--- src/rtl/aes_pkg.sv ---
// Shared types, FSM encoding and GF(2^8) helpers for the AES ShiftRows/MixColumns stage.
// State packing is row-major: row r occupies [127-32r -: 32], column 0 is the high byte of a row.
package aes_pkg;

  typedef logic [127:0] aes_state_t;
  typedef logic [31:0]  aes_word_t;

  typedef enum logic [1:0] {
    IDLE = 2'd0,
    MIX  = 2'd1,
    HOLD = 2'd2
  } smc_state_e;

  localparam logic [7:0] AES_POLY = 8'h1B;

  function automatic logic [7:0] xtime(input logic [7:0] b);
    return {b[6:0], 1'b0} ^ (b[7] ? AES_POLY : 8'h00);
  endfunction

  function automatic logic [7:0] gf_mul(input logic [7:0] a, input logic [7:0] b);
    logic [7:0] p;
    logic [7:0] x;
    p = '0;
    x = a;
    for (int i = 0; i < 8; i++) begin
      if (b[i]) p = p ^ x;
      x = xtime(x);
    end
    return p;
  endfunction

  function automatic logic [7:0] st_byte(input aes_state_t s, input int r, input int c);
    return s[127-8*(4*r+c) -: 8];
  endfunction

  // Row r rotated left by r bytes.
  function automatic aes_state_t shift_rows(input aes_state_t s);
    aes_state_t o;
    o = '0;
    for (int r = 0; r < 4; r++)
      for (int c = 0; c < 4; c++)
        o[127-8*(4*r+c) -: 8] = st_byte(s, r, (c + r) % 4);
    return o;
  endfunction

  // Row r rotated right by r bytes.
  function automatic aes_state_t inv_shift_rows(input aes_state_t s);
    aes_state_t o;
    o = '0;
    for (int r = 0; r < 4; r++)
      for (int c = 0; c < 4; c++)
        o[127-8*(4*r+c) -: 8] = st_byte(s, r, (c + 4 - r) % 4);
    return o;
  endfunction

  function automatic aes_word_t get_col(input aes_state_t s, input int c);
    return {st_byte(s, 0, c), st_byte(s, 1, c), st_byte(s, 2, c), st_byte(s, 3, c)};
  endfunction

  function automatic aes_state_t set_col(input aes_state_t s, input int c, input aes_word_t w);
    aes_state_t o;
    o = s;
    for (int r = 0; r < 4; r++)
      o[127-8*(4*r+c) -: 8] = w[31-8*r -: 8];
    return o;
  endfunction

endpackage

--- src/rtl/aes_mix_column.sv ---
// Combinational single-column MixColumns; byte [31:24] is row 0.
// Inverse matrix exists only when AES_SMC_INV_EN is defined, otherwise inv_i is ignored.
module aes_mix_column
  import aes_pkg::*;
(
  input  logic [31:0] col_i,
  input  logic        inv_i,
  output logic [31:0] col_o
);

  logic [7:0] a0, a1, a2, a3;
  logic [31:0] fwd_w;

  assign {a0, a1, a2, a3} = col_i;

  // 3*x expressed as xtime(x)^x.
  assign fwd_w = {xtime(a0) ^ xtime(a1) ^ a1 ^ a2 ^ a3,
                  a0 ^ xtime(a1) ^ xtime(a2) ^ a2 ^ a3,
                  a0 ^ a1 ^ xtime(a2) ^ xtime(a3) ^ a3,
                  xtime(a0) ^ a0 ^ a1 ^ a2 ^ xtime(a3)};

`ifdef AES_SMC_INV_EN
  logic [31:0] inv_w;

  assign inv_w = {gf_mul(a0, 8'h0E) ^ gf_mul(a1, 8'h0B) ^ gf_mul(a2, 8'h0D) ^ gf_mul(a3, 8'h09),
                  gf_mul(a0, 8'h09) ^ gf_mul(a1, 8'h0E) ^ gf_mul(a2, 8'h0B) ^ gf_mul(a3, 8'h0D),
                  gf_mul(a0, 8'h0D) ^ gf_mul(a1, 8'h09) ^ gf_mul(a2, 8'h0E) ^ gf_mul(a3, 8'h0B),
                  gf_mul(a0, 8'h0B) ^ gf_mul(a1, 8'h0D) ^ gf_mul(a2, 8'h09) ^ gf_mul(a3, 8'h0E)};
  assign col_o = inv_i ? inv_w : fwd_w;
`else
  logic unused_inv;
  assign unused_inv = inv_i;
  assign col_o      = fwd_w;
`endif

endmodule

--- src/rtl/aes_shift_mix_seq.sv ---
// Iterative ShiftRows+MixColumns stage: one column mixed per clock, result after 5 edges.
// Holds the result until out_ready; optional inverse path under AES_SMC_INV_EN.
module aes_shift_mix_seq
  import aes_pkg::*;
#(
  parameter int NCOL = 4
) (
  input  logic         clk,
  input  logic         rst_n,
  input  logic         in_valid,
  output logic         in_ready,
  input  logic [127:0] in_state,
  input  logic         in_final,
  input  logic         in_inv,
  output logic         out_valid,
  input  logic         out_ready,
  output logic [127:0] out_state
);

  localparam int CW = (NCOL > 1) ? $clog2(NCOL) : 1;

  smc_state_e      state_q;
  logic [CW-1:0]   col_q;
  aes_state_t      work_q;
  logic            final_q;
  logic            inv_q;
  logic            in_ready_q;
  logic            out_valid_q;
  aes_state_t      out_state_q;

  logic            inv_sel;
  aes_state_t      sr_d;
  aes_word_t       col_cur;
  aes_word_t       col_mix;
  aes_word_t       col_d;

`ifdef AES_SMC_INV_EN
  assign inv_sel = in_inv;
  assign sr_d    = inv_sel ? inv_shift_rows(in_state) : shift_rows(in_state);
`else
  logic unused_in_inv;
  assign unused_in_inv = in_inv;
  assign inv_sel       = 1'b0;
  assign sr_d          = shift_rows(in_state);
`endif

  assign col_cur = get_col(work_q, int'(col_q));

  aes_mix_column u_mix (
    .col_i (col_cur),
    .inv_i (inv_q),
    .col_o (col_mix)
  );

  assign col_d = final_q ? col_cur : col_mix;

  always_ff @(posedge clk or negedge rst_n) begin
    if (!rst_n) begin
      state_q     <= IDLE;
      col_q       <= '0;
      work_q      <= '0;
      final_q     <= 1'b0;
      inv_q       <= 1'b0;
      in_ready_q  <= 1'b0;
      out_valid_q <= 1'b0;
      out_state_q <= '0;
    end else begin
      case (state_q)
        IDLE: begin
          in_ready_q <= 1'b1;
          if (in_valid && in_ready_q) begin
            work_q     <= sr_d;
            final_q    <= in_final;
            inv_q      <= inv_sel;
            col_q      <= '0;
            in_ready_q <= 1'b0;
            state_q    <= MIX;
          end
        end
        MIX: begin
          work_q <= set_col(work_q, int'(col_q), col_d);
          col_q  <= col_q + CW'(1);
          if (col_q == CW'(NCOL - 1)) state_q <= HOLD;
        end
        HOLD: begin
          // First HOLD cycle loads the output register; it then stays frozen until taken.
          if (!out_valid_q) begin
            out_valid_q <= 1'b1;
            out_state_q <= work_q;
          end else if (out_ready) begin
            out_valid_q <= 1'b0;
            in_ready_q  <= 1'b1;
            state_q     <= IDLE;
          end
        end
        default: state_q <= IDLE;
      endcase
    end
  end

  assign in_ready  = in_ready_q;
  assign out_valid = out_valid_q;
  assign out_state = out_state_q;

endmodule

--- config.mk ---
export PLATFORM = sky130hd
export DESIGN_NAME = aes_shift_mix_seq
export DESIGN_NICKNAME = d
export VERILOG_FILES = /design/src/rtl/aes_pkg.sv /design/src/rtl/aes_mix_column.sv /design/src/rtl/aes_shift_mix_seq.sv
export SDC_FILE = /design/constraint.sdc
export NUM_CORES = 1
export LEC_CHECK = 0
export CAP_MARGIN = 10
export CORE_UTILIZATION = 54
export CTS_CLUSTER_SIZE = 25
export DETAILED_ROUTE_END_ITERATION = 16
export PLACE_DENSITY = 0.82
export SYNTH_ARGS = -nofsm -noshare
export SYNTH_HDL_FRONTEND = slang
export SYNTH_SLANG_ARGS = --single-unit
--- constraint.sdc ---
create_clock -name clk -period 3.1 [get_ports clk]
set_input_delay 0.31 -clock clk [delete_from_list [all_inputs] [get_ports clk]]
set_output_delay 0.31 -clock clk [all_outputs]
set_load 0.05 [all_outputs]
==> flow_summary.html, run 1 <==
<table>
<tr><th>Metric</th><th>Value</th></tr>
<tr><th colspan="2">Synth</th></tr>
<tr><td>Avg Inst Size Synth</td><td>about 12 um^2</td></tr>
<tr><td>Number of distinct standard cells referenced by the synthesized netlist</td><td>45</td></tr>
<tr><td>Synth Area in Adders</td><td>less than 1%</td></tr>
<tr><td>Proportion of synthesized chip area in sequential cells</td><td>between 40% and 50%</td></tr>
<tr><td>Synthesized cell area</td><td>around 0.015 mm^2</td></tr>
<tr><td>Ys async rst share</td><td>100%</td></tr>
<tr><td>Post-synthesis compound-gate area fraction</td><td>17.0%</td></tr>
<tr><td>Largest family of logic cells by synthesized area</td><td>compound AO/OA/AOI/OAI gates</td></tr>
<tr><td>Dominant synthesized flop cell</td><td>sky130_fd_sc_hd__dfrtp_1</td></tr>
<tr><td>Synth Net Count</td><td>roughly 1300</td></tr>
<tr><td>Post-synthesis mux area share</td><td>between 10% and 20%</td></tr>
<tr><td>Post-synth EDFFs</td><td>0</td></tr>
<tr><td>Post-synthesis xor/xnor area fraction</td><td>about a tenth</td></tr>
<tr><td>Area share of and/or/nand/nor cells after synthesis</td><td>under 10%</td></tr>
<tr><td>Yosys warnings</td><td>0</td></tr>
<tr><td>Number of synthesized register bits</td><td>263</td></tr>
<tr><td>Number of cells produced by synthesis</td><td>between 1000 and 1500</td></tr>
<tr><th colspan="2">Layout</th></tr>
<tr><td>Area grow syn2layout</td><td>27.0%</td></tr>
<tr><td>Layout fillers</td><td>about 1800</td></tr>
<tr><td>Sequential cell area</td><td>0.00659 mm^2</td></tr>
<tr><td>Net count, final</td><td>1544</td></tr>
<tr><td>Commonest non-fill, non-tap cell in the layout</td><td>sky130_fd_sc_hd__clkdlybuf4s50_1</td></tr>
<tr><td>Count of non-filler cells in the finished layout</td><td>about 1800</td></tr>
<tr><td>Commonest cells after routing, fill and taps aside</td><td>sky130_fd_sc_hd__clkdlybuf4s50_1, sky130_fd_sc_hd__dfrtp_1, sky130_fd_sc_hd__mux2_2, sky130_fd_sc_hd__nor4b_1, sky130_fd_sc_hd__a221oi_1</td></tr>
<tr><td>Total area of multi-input combinational cells</td><td>about 0.0076 mm^2</td></tr>
<tr><td>Share of post-route cells with drive strength above 1</td><td>just over 20%</td></tr>
<tr><td>Ant diodes</td><td>0</td></tr>
<tr><th colspan="2">Floorplan</th></tr>
<tr><td>Initial Utilization</td><td>between 50% and 60%</td></tr>
<tr><td>Core Area</td><td>between 0.02 and 0.03 mm^2</td></tr>
<tr><td>Die extent in x</td><td>167 um</td></tr>
<tr><td>Number of core rows</td><td>59</td></tr>
<tr><td>Total Die Area</td><td>approximately 0.028 mm^2</td></tr>
<tr><td>Number of primary I/O pins</td><td>264</td></tr>
<tr><td>Die height</td><td>approximately 170 um</td></tr>
<tr><th colspan="2">Worst setup path</th></tr>
<tr><td>Cell chain of the critical path</td><td>buf_4 -&gt; mux4_2 -&gt; xor2_2 -&gt; xnor3_1 -&gt; o21ai_0</td></tr>
<tr><td>Buffer and inverter count on the worst path</td><td>1</td></tr>
<tr><td>Data arrival time of the worst path</td><td>3.39 ns</td></tr>
<tr><td>Maximum fanout encountered on the critical timing path</td><td>12</td></tr>
<tr><td>Highest cell delay on the worst timing path</td><td>0.74 ns</td></tr>
<tr><td>Crit start category</td><td>flop</td></tr>
<tr><td>Slack of the worst reg-to-reg path</td><td>between 0.15 and 0.2 ns</td></tr>
<tr><td>Critical path class</td><td>reg -&gt; reg</td></tr>
<tr><td>Depth of the most critical reg-to-reg path</td><td>5</td></tr>
<tr><td>Required arrival time at the worst endpoint</td><td>between 3 and 4 ns</td></tr>
<tr><td>Endpoint type of the worst setup path</td><td>flop</td></tr>
<tr><td>Crit. path cell count</td><td>5</td></tr>
<tr><td>Slowest cell on the critical path</td><td>sky130_fd_sc_hd__mux4_2</td></tr>
<tr><td>Top cell family by delay on the critical path</td><td>XOR/XNOR gates</td></tr>
<tr><th colspan="2">Detailed routing</th></tr>
<tr><td>Average via count per standard cell</td><td>between 7 and 8</td></tr>
<tr><td>Residual DRC</td><td>0</td></tr>
<tr><td>Routed len/inst</td><td>~27 um</td></tr>
<tr><td>Iteration-0 DRC count of the detailed router</td><td>between 1500 and 2000</td></tr>
<tr><td>First drt pass iteration count</td><td>6</td></tr>
<tr><td>Final routed wirelength across all metal layers</td><td>roughly 47 mm</td></tr>
<tr><td>Number of nets still failing antenna checks after routing</td><td>0</td></tr>
<tr><td>Total number of vias</td><td>between 10000 and 15000</td></tr>
<tr><th colspan="2">Timing</th></tr>
<tr><td>Final setup violating endpoints</td><td>0</td></tr>
<tr><td>Max Clock Skew</td><td>about 0.012 ns</td></tr>
<tr><td>Post-Route Hold Slack</td><td>0.371 ns</td></tr>
<tr><td>Setup repair after global routing missed its margin</td><td>no</td></tr>
<tr><td>Relative max-transition margin</td><td>~18%</td></tr>
<tr><td>Final total negative setup slack</td><td>0 ns</td></tr>
<tr><td>Transition time of the tightest slew-check pin</td><td>~1.2 ns</td></tr>
<tr><td>Final number of hold-violating endpoints</td><td>0</td></tr>
<tr><td>Minimum period implied by the final worst setup slack</td><td>slightly below 3 ns</td></tr>
<tr><td>Fin. max-slew vios</td><td>0</td></tr>
<tr><td>Period Utilization, post-route</td><td>between 90% and 100%</td></tr>
<tr><td>Max Fclk</td><td>around 0.34 GHz</td></tr>
<tr><td>Final Worst Setup Slack</td><td>0.169 ns</td></tr>
<tr><th colspan="2">Run status</th></tr>
<tr><td>Status</td><td>finished, final reports clean</td></tr>
<tr><th colspan="2">Placed design</th></tr>
<tr><td>Post-detail-place hpwl</td><td>about 31 mm</td></tr>
<tr><td>Count of input and output buffers</td><td>about 260</td></tr>
<tr><td>Placed cells</td><td>between 1500 and 2000</td></tr>
<tr><td>Global placer's final weighted congestion</td><td>~0.9</td></tr>
<tr><td>Worst Setup Slack post-DPL</td><td>about 0.26 ns</td></tr>
<tr><th colspan="2">GRT</th></tr>
<tr><td>Number of global-route vias before repair</td><td>12200</td></tr>
<tr><td>Antenna violations before repair</td><td>0</td></tr>
<tr><td>Overall global routing resource usage</td><td>about 34%</td></tr>
<tr><td>First-pass GRT wire length</td><td>around 73 mm</td></tr>
<tr><td>Remaining global-route overflow</td><td>0</td></tr>
<tr><td>Largest net degree at the start of global routing</td><td>88</td></tr>
<tr><th colspan="2">Clock network</th></tr>
<tr><td>Later-pin clock latency in the skew report</td><td>roughly 0.55 ns</td></tr>
<tr><td>Count of clock tree sinks</td><td>263</td></tr>
<tr><td>Number of buffers created by CTS</td><td>28</td></tr>
<tr><td>Post-CTS setup repair buffer count</td><td>0</td></tr>
<tr><td>Clock-pin slew reported for the worst setup and hold paths after clock tree synthesis</td><td>~0.070 ns</td></tr>
<tr><td>TritonCTS clock tree</td><td>done</td></tr>
<tr><td>Longest Clk Path Bufs</td><td>3</td></tr>
<tr><td>CTS H-tree depth</td><td>1</td></tr>
<tr><td>Root Buffer Master</td><td>sky130_fd_sc_hd__clkbuf_16</td></tr>
<tr><th colspan="2">Worst hold path</th></tr>
<tr><td>Worst hold-check path type</td><td>in -&gt; async</td></tr>
<tr><th colspan="2">Flow run</th></tr>
<tr><td>Max Cap Violations</td><td>0</td></tr>
</table>
-- registers in the layout (all words and copies together), names as in the netlist --
name and flops:
out_valid 1, out_state 128, final_q 1, in_ready 1, work_q 128, state_q 2
col_q 2
-- layer usage --
metal	GRT usage, %	vias up	share of wire [%]
met2	54.2	1031	47
met3	7.37	164	12
li1	-	5047	-
met1	44.9	6131	38
met4	13.3	0	3.8
met5	0	-	0
-- metrics by stage --
| stage | cell area (um^2) | utilization (%) |
|---|---|---|
| floorplan | 14700 | - |
| global placement | 17600 | 66.9 |
| detailed placement | 17600 | 66.9 |
| CTS | 18700 | 70.8 |
| global route | 18700 | 70.8 |
| finish | 18700 | 70.8 |
-- logic make-up (layout without fill, tap and decap cells) --
family                     count (synthesis)  after routing
DFF                                      263            263
xor gates and xnor gates                  77             77
buffers and inverters                    128            366
muxes                                    160            160
adders and majority gates                  4              4
AOI/OAI and AO/OA                        333            333
and+or+nand+nor                          225            225
-- synthesized netlist by cell type, types with 10 or more instances --
library cell | count | area (um^2)
sky130_fd_sc_hd__xor2_1 | 13 | 114
sky130_fd_sc_hd__o21ai_0 | 63 | 315
sky130_fd_sc_hd__a311oi_1 | 21 | 184
sky130_fd_sc_hd__clkbuf_1 | 103 | 387
sky130_fd_sc_hd__nor2_1 | 58 | 218
sky130_fd_sc_hd__dfrtp_1 | 263 | 6580
sky130_fd_sc_hd__a221oi_1 | 80 | 701
sky130_fd_sc_hd__mux4_2 | 32 | 721
sky130_fd_sc_hd__nand2b_1 | 15 | 93.8
sky130_fd_sc_hd__a21oi_1 | 21 | 105
sky130_fd_sc_hd__o22ai_1 | 12 | 75.1
sky130_fd_sc_hd__mux2_2 | 128 | 1440
sky130_fd_sc_hd__o21ai_1 | 19 | 95.1
sky130_fd_sc_hd__xnor3_1 | 32 | 721
sky130_fd_sc_hd__nor4b_1 | 80 | 701
sky130_fd_sc_hd__xor3_1 | 10 | 238
sky130_fd_sc_hd__o21a_1 | 36 | 270
sky130_fd_sc_hd__buf_2 | 13 | 65.1
sky130_fd_sc_hd__o211a_1 | 12 | 120
sky130_fd_sc_hd__nor4bb_1 | 12 | 120
sky130_fd_sc_hd__o21bai_1 | 12 | 90.1
sky130_fd_sc_hd__nand2_1 | 46 | 173
sky130_fd_sc_hd__a211oi_1 | 36 | 270
sky130_fd_sc_hd__a311oi_2 | 15 | 225
-- timing repair --
action                     CTS  global route
hold buffers                 1             0
resized for setup            0             1
hold endpoints to repair    82             0
setup endpoints to repair    0             2
-- final timing paths --
path	start	end
max	col_q[0]	work_q[40]
min in group clk	in_state[100]	work_q[100]
min reg2reg	out_state[65]	out_state[65]
max in group asynchronous	rst_n	col_q[0]
min	rst_n	out_state[69]
max reg2reg	col_q[0]	work_q[40]
-- layout make-up --
class,instances,share of cell area [%]
multi-input combinational,799,40.5
timing repair buffer,311,16.5
inverter,3,0.0604
clock inverter,16,1.03
sequential,263,35.3
tap,335,2.25
clock buffer,36,4.35
-- worst reg2reg max path, stage by stage, from the launching register on --
cell and delay (ns):
sky130_fd_sc_hd__dfrtp_2 0.63, sky130_fd_sc_hd__buf_4 0.32, sky130_fd_sc_hd__mux4_2 0.74, sky130_fd_sc_hd__xor2_2 0.38, sky130_fd_sc_hd__xnor3_1 0.56, sky130_fd_sc_hd__o21ai_0 0.21
Power of run 1 is not shown: default switching activity piles up to over one toggle a cycle in this logic, so the estimate is an artifact.
==> run 2, diff against run 1 <==
- CORE_ASPECT_RATIO: unset -> 0.8
- SKIP_CTS_REPAIR_TIMING: unset -> 1
==> run 2 against run 1 <==
  * Sequential cell count unchanged
  * Sequential share of layout area up 0.083 points
  * Design area down 0.23%
  * Critical path depth up 2
  * Worst setup slack better by 0.065 ns
  * Highest routed layer is now met5
==> flow_summary.html, run 2 (same netlist as run 1, synthesis figures left out) <==
<table>
<tr><th>Metric</th><th>Value</th></tr>
<tr><th colspan="2">Run status</th></tr>
<tr><td>Status</td><td>finished, final reports clean</td></tr>
<tr><th colspan="2">Worst setup path</th></tr>
<tr><td>Critical path class</td><td>reg -&gt; reg</td></tr>
<tr><td>Crit start category</td><td>flop</td></tr>
<tr><td>Maximum fanout encountered on the critical timing path</td><td>20 (+8)</td></tr>
<tr><td>Endpoint type of the worst setup path</td><td>flop</td></tr>
<tr><td>Reg2reg start</td><td>col_q[1]</td></tr>
<tr><td>Required arrival time at the worst endpoint</td><td>3.57 ns (+0.02 ns)</td></tr>
<tr><td>Critical Path Start</td><td>col_q[1]</td></tr>
<tr><td>Data arrival time of the worst path</td><td>3.33 ns (-0.06 ns)</td></tr>
<tr><th colspan="2">Floorplan</th></tr>
<tr><td>Die extent in x</td><td>186 um (+12%)</td></tr>
<tr><td>Initial Utilization</td><td>55.5% (-0.22 points)</td></tr>
<tr><td>Number of primary I/O pins</td><td>264 (unchanged)</td></tr>
<tr><td>Die height</td><td>149 um (-10%)</td></tr>
<tr><td>Core Area</td><td>0.0265 mm^2 (+0.40%)</td></tr>
<tr><td>Number of core rows</td><td>53 (-10%)</td></tr>
<tr><td>Total Die Area</td><td>0.0279 mm^2 (about the same)</td></tr>
<tr><th colspan="2">Placed design</th></tr>
<tr><td>Global placer's final weighted congestion</td><td>0.896 (-0.24%)</td></tr>
<tr><td>Worst Setup Slack post-DPL</td><td>0.114 ns (-0.151 ns)</td></tr>
<tr><td>Count of input and output buffers</td><td>262 (unchanged)</td></tr>
<tr><td>Post-detail-place hpwl</td><td>31.2 mm (+1.0%)</td></tr>
<tr><th colspan="2">GRT</th></tr>
<tr><td>Remaining global-route overflow</td><td>0 (unchanged)</td></tr>
<tr><td>Antenna violations before repair</td><td>1 (+1)</td></tr>
<tr><td>First-pass GRT wire length</td><td>70.9 mm (-2.3%)</td></tr>
<tr><td>Overall global routing resource usage</td><td>33.2% (-0.59 points)</td></tr>
<tr><td>Largest net degree at the start of global routing</td><td>105 (+19%)</td></tr>
<tr><td>Number of global-route vias before repair</td><td>11900 (-2.3%)</td></tr>
<tr><th colspan="2">Worst hold path</th></tr>
<tr><td>Worst hold-check path type</td><td>in -&gt; reg</td></tr>
<tr><td>Startpoint of the most critical hold path</td><td>in_final</td></tr>
<tr><th colspan="2">Timing</th></tr>
<tr><td>Max Clock Skew</td><td>0.0224 ns (+0.0103 ns)</td></tr>
<tr><td>Transition time of the tightest slew-check pin</td><td>1.27 ns (+0.0345 ns)</td></tr>
<tr><td>Setup repair after global routing missed its margin</td><td>no</td></tr>
<tr><td>Final total negative setup slack</td><td>0 ns (unchanged)</td></tr>
<tr><td>Final setup violating endpoints</td><td>0 (unchanged)</td></tr>
<tr><td>Minimum period implied by the final worst setup slack</td><td>2.87 ns (-0.0654 ns)</td></tr>
<tr><td>Post-Route Hold Slack</td><td>0.342 ns (-0.0296 ns)</td></tr>
<tr><td>Fin. max-slew vios</td><td>0 (unchanged)</td></tr>
<tr><td>Max Fclk</td><td>0.349 GHz (+2.3%)</td></tr>
<tr><td>Relative max-transition margin</td><td>15.4% (-2.3 points)</td></tr>
<tr><td>Final number of hold-violating endpoints</td><td>0 (unchanged)</td></tr>
<tr><td>Final Worst Setup Slack</td><td>0.234 ns (+0.0654 ns)</td></tr>
<tr><td>Period Utilization, post-route</td><td>92.5% (-2.1 points)</td></tr>
<tr><th colspan="2">Detailed routing</th></tr>
<tr><td>Total number of vias</td><td>12100 (-2.3%)</td></tr>
<tr><td>Residual DRC</td><td>0 (unchanged)</td></tr>
<tr><td>Routed len/inst</td><td>25.8 um (-4.0%)</td></tr>
<tr><td>Iteration-0 DRC count of the detailed router</td><td>1734 (+13%)</td></tr>
<tr><td>First drt pass iteration count</td><td>6 (unchanged)</td></tr>
<tr><td>Final routed wirelength across all metal layers</td><td>45.9 mm (-3.3%)</td></tr>
<tr><td>Number of nets still failing antenna checks after routing</td><td>0 (unchanged)</td></tr>
<tr><td>Average via count per standard cell</td><td>6.80 (-3.0%)</td></tr>
<tr><th colspan="2">Layout</th></tr>
<tr><td>Ant diodes</td><td>0 (unchanged)</td></tr>
<tr><td>Area grow syn2layout</td><td>26.7%</td></tr>
<tr><td>Commonest cells after routing, fill and taps aside</td><td>sky130_fd_sc_hd__clkdlybuf4s50_1, sky130_fd_sc_hd__dfrtp_1, sky130_fd_sc_hd__mux2_2, sky130_fd_sc_hd__nor4b_1, sky130_fd_sc_hd__a221oi_1</td></tr>
<tr><td>Commonest non-fill, non-tap cell in the layout</td><td>sky130_fd_sc_hd__clkdlybuf4s50_1</td></tr>
<tr><td>Layout fillers</td><td>1809 (+1.2%)</td></tr>
<tr><td>Net count, final</td><td>1537 (-0.45%)</td></tr>
<tr><td>Share of post-route cells with drive strength above 1</td><td>19.8% (-0.86 points)</td></tr>
<tr><th colspan="2">Clock network</th></tr>
<tr><td>CTS H-tree depth</td><td>1 (unchanged)</td></tr>
<tr><td>Clock-pin slew reported for the worst setup and hold paths after clock tree synthesis</td><td>0.06 ns (about the same)</td></tr>
<tr><td>Later-pin clock latency in the skew report</td><td>0.55 ns (about the same)</td></tr>
<tr><td>Number of buffers created by CTS</td><td>27 (-3.6%)</td></tr>
<tr><td>Count of clock tree sinks</td><td>263 (unchanged)</td></tr>
<tr><td>Root Buffer Master</td><td>sky130_fd_sc_hd__clkbuf_16</td></tr>
<tr><td>Longest Clk Path Bufs</td><td>3 (unchanged)</td></tr>
<tr><td>TritonCTS clock tree</td><td>done</td></tr>
<tr><th colspan="2">Flow run</th></tr>
<tr><td>Max Cap Violations</td><td>0 (unchanged)</td></tr>
</table>
## run 2: cell count changes in the layout (fill, tap and decap cells not counted), moves of 2 or more
| cell | previous run | this run |
|---|---|---|
| sky130_fd_sc_hd__clkbuf_16 | 29 | 27 |
| sky130_fd_sc_hd__clkinvlp_4 | 3 | 0 |
| sky130_fd_sc_hd__clkbuf_1 | 1 | 5 |
| sky130_fd_sc_hd__clkinv_2 | 8 | 3 |
| sky130_fd_sc_hd__clkbuf_8 | 6 | 8 |
| sky130_fd_sc_hd__buf_4 | 42 | 36 |
## run 2: final timing paths
check	end	slack, ns	cells after the start
worst max-delay path	work_q[114]	0.23	7
worst min-delay path	final_q	0.34	3
worst min register to register	out_state[7]	0.51	1
min in group asynchronous	out_state[32]	0.41	2
max in group asynchronous	out_state[18]	1.80	3
worst max register to register	work_q[114]	0.23	7
## run 2: per-stage QoR
step,util [%],instances,instance area [um^2]
3_3_place_gp,66.6,1725,17600
5_1_grt,70.3,1776,18600
2_1_floorplan,-,1190,14700
4_1_cts,70.3,1774,18600
6_report,70.3,1776,18600
3_5_place_dp,66.6,1725,17600
## run 2: worst max-delay path, cell delays in order (launching register included)
cell and delay, ns:
sky130_fd_sc_hd__dfrtp_1 0.37, sky130_fd_sc_hd__buf_4 0.22, sky130_fd_sc_hd__inv_1 0.27, sky130_fd_sc_hd__ha_1 0.26, sky130_fd_sc_hd__and4b_1 0.22, sky130_fd_sc_hd__and3_1 1.02
sky130_fd_sc_hd__a221oi_1 0.23, sky130_fd_sc_hd__o21ai_1 0.18
## run 2: area by class of cell
type | instances | area [um^2] | share of cell area, %
Clock buffer | 40 | 805 | 4.32
Clock inverter | 9 | 174 | 0.934
Inverter | 3 | 11.3 | 0.0605
Multi-Input combinational cell | 799 | 7560 | 40.6
Sequential cell | 263 | 6590 | 35.4
Tap cell | 357 | 447 | 2.40
Timing Repair Buffer | 305 | 3030 | 16.3
## run 2: routing by layer
| layer | vias up | wire, um | global-route usage (%) |
|---|---|---|---|
| met5 | - | 9 | 0 |
| met4 | 2 | 1230 | 10.0 |
| met3 | 119 | 5880 | 8.61 |
| met2 | 930 | 19700 | 47.9 |
| met1 | 5982 | 19100 | 49.3 |
| li1 | 5052 | - | - |
Power of run 2 is left out for the same reason.
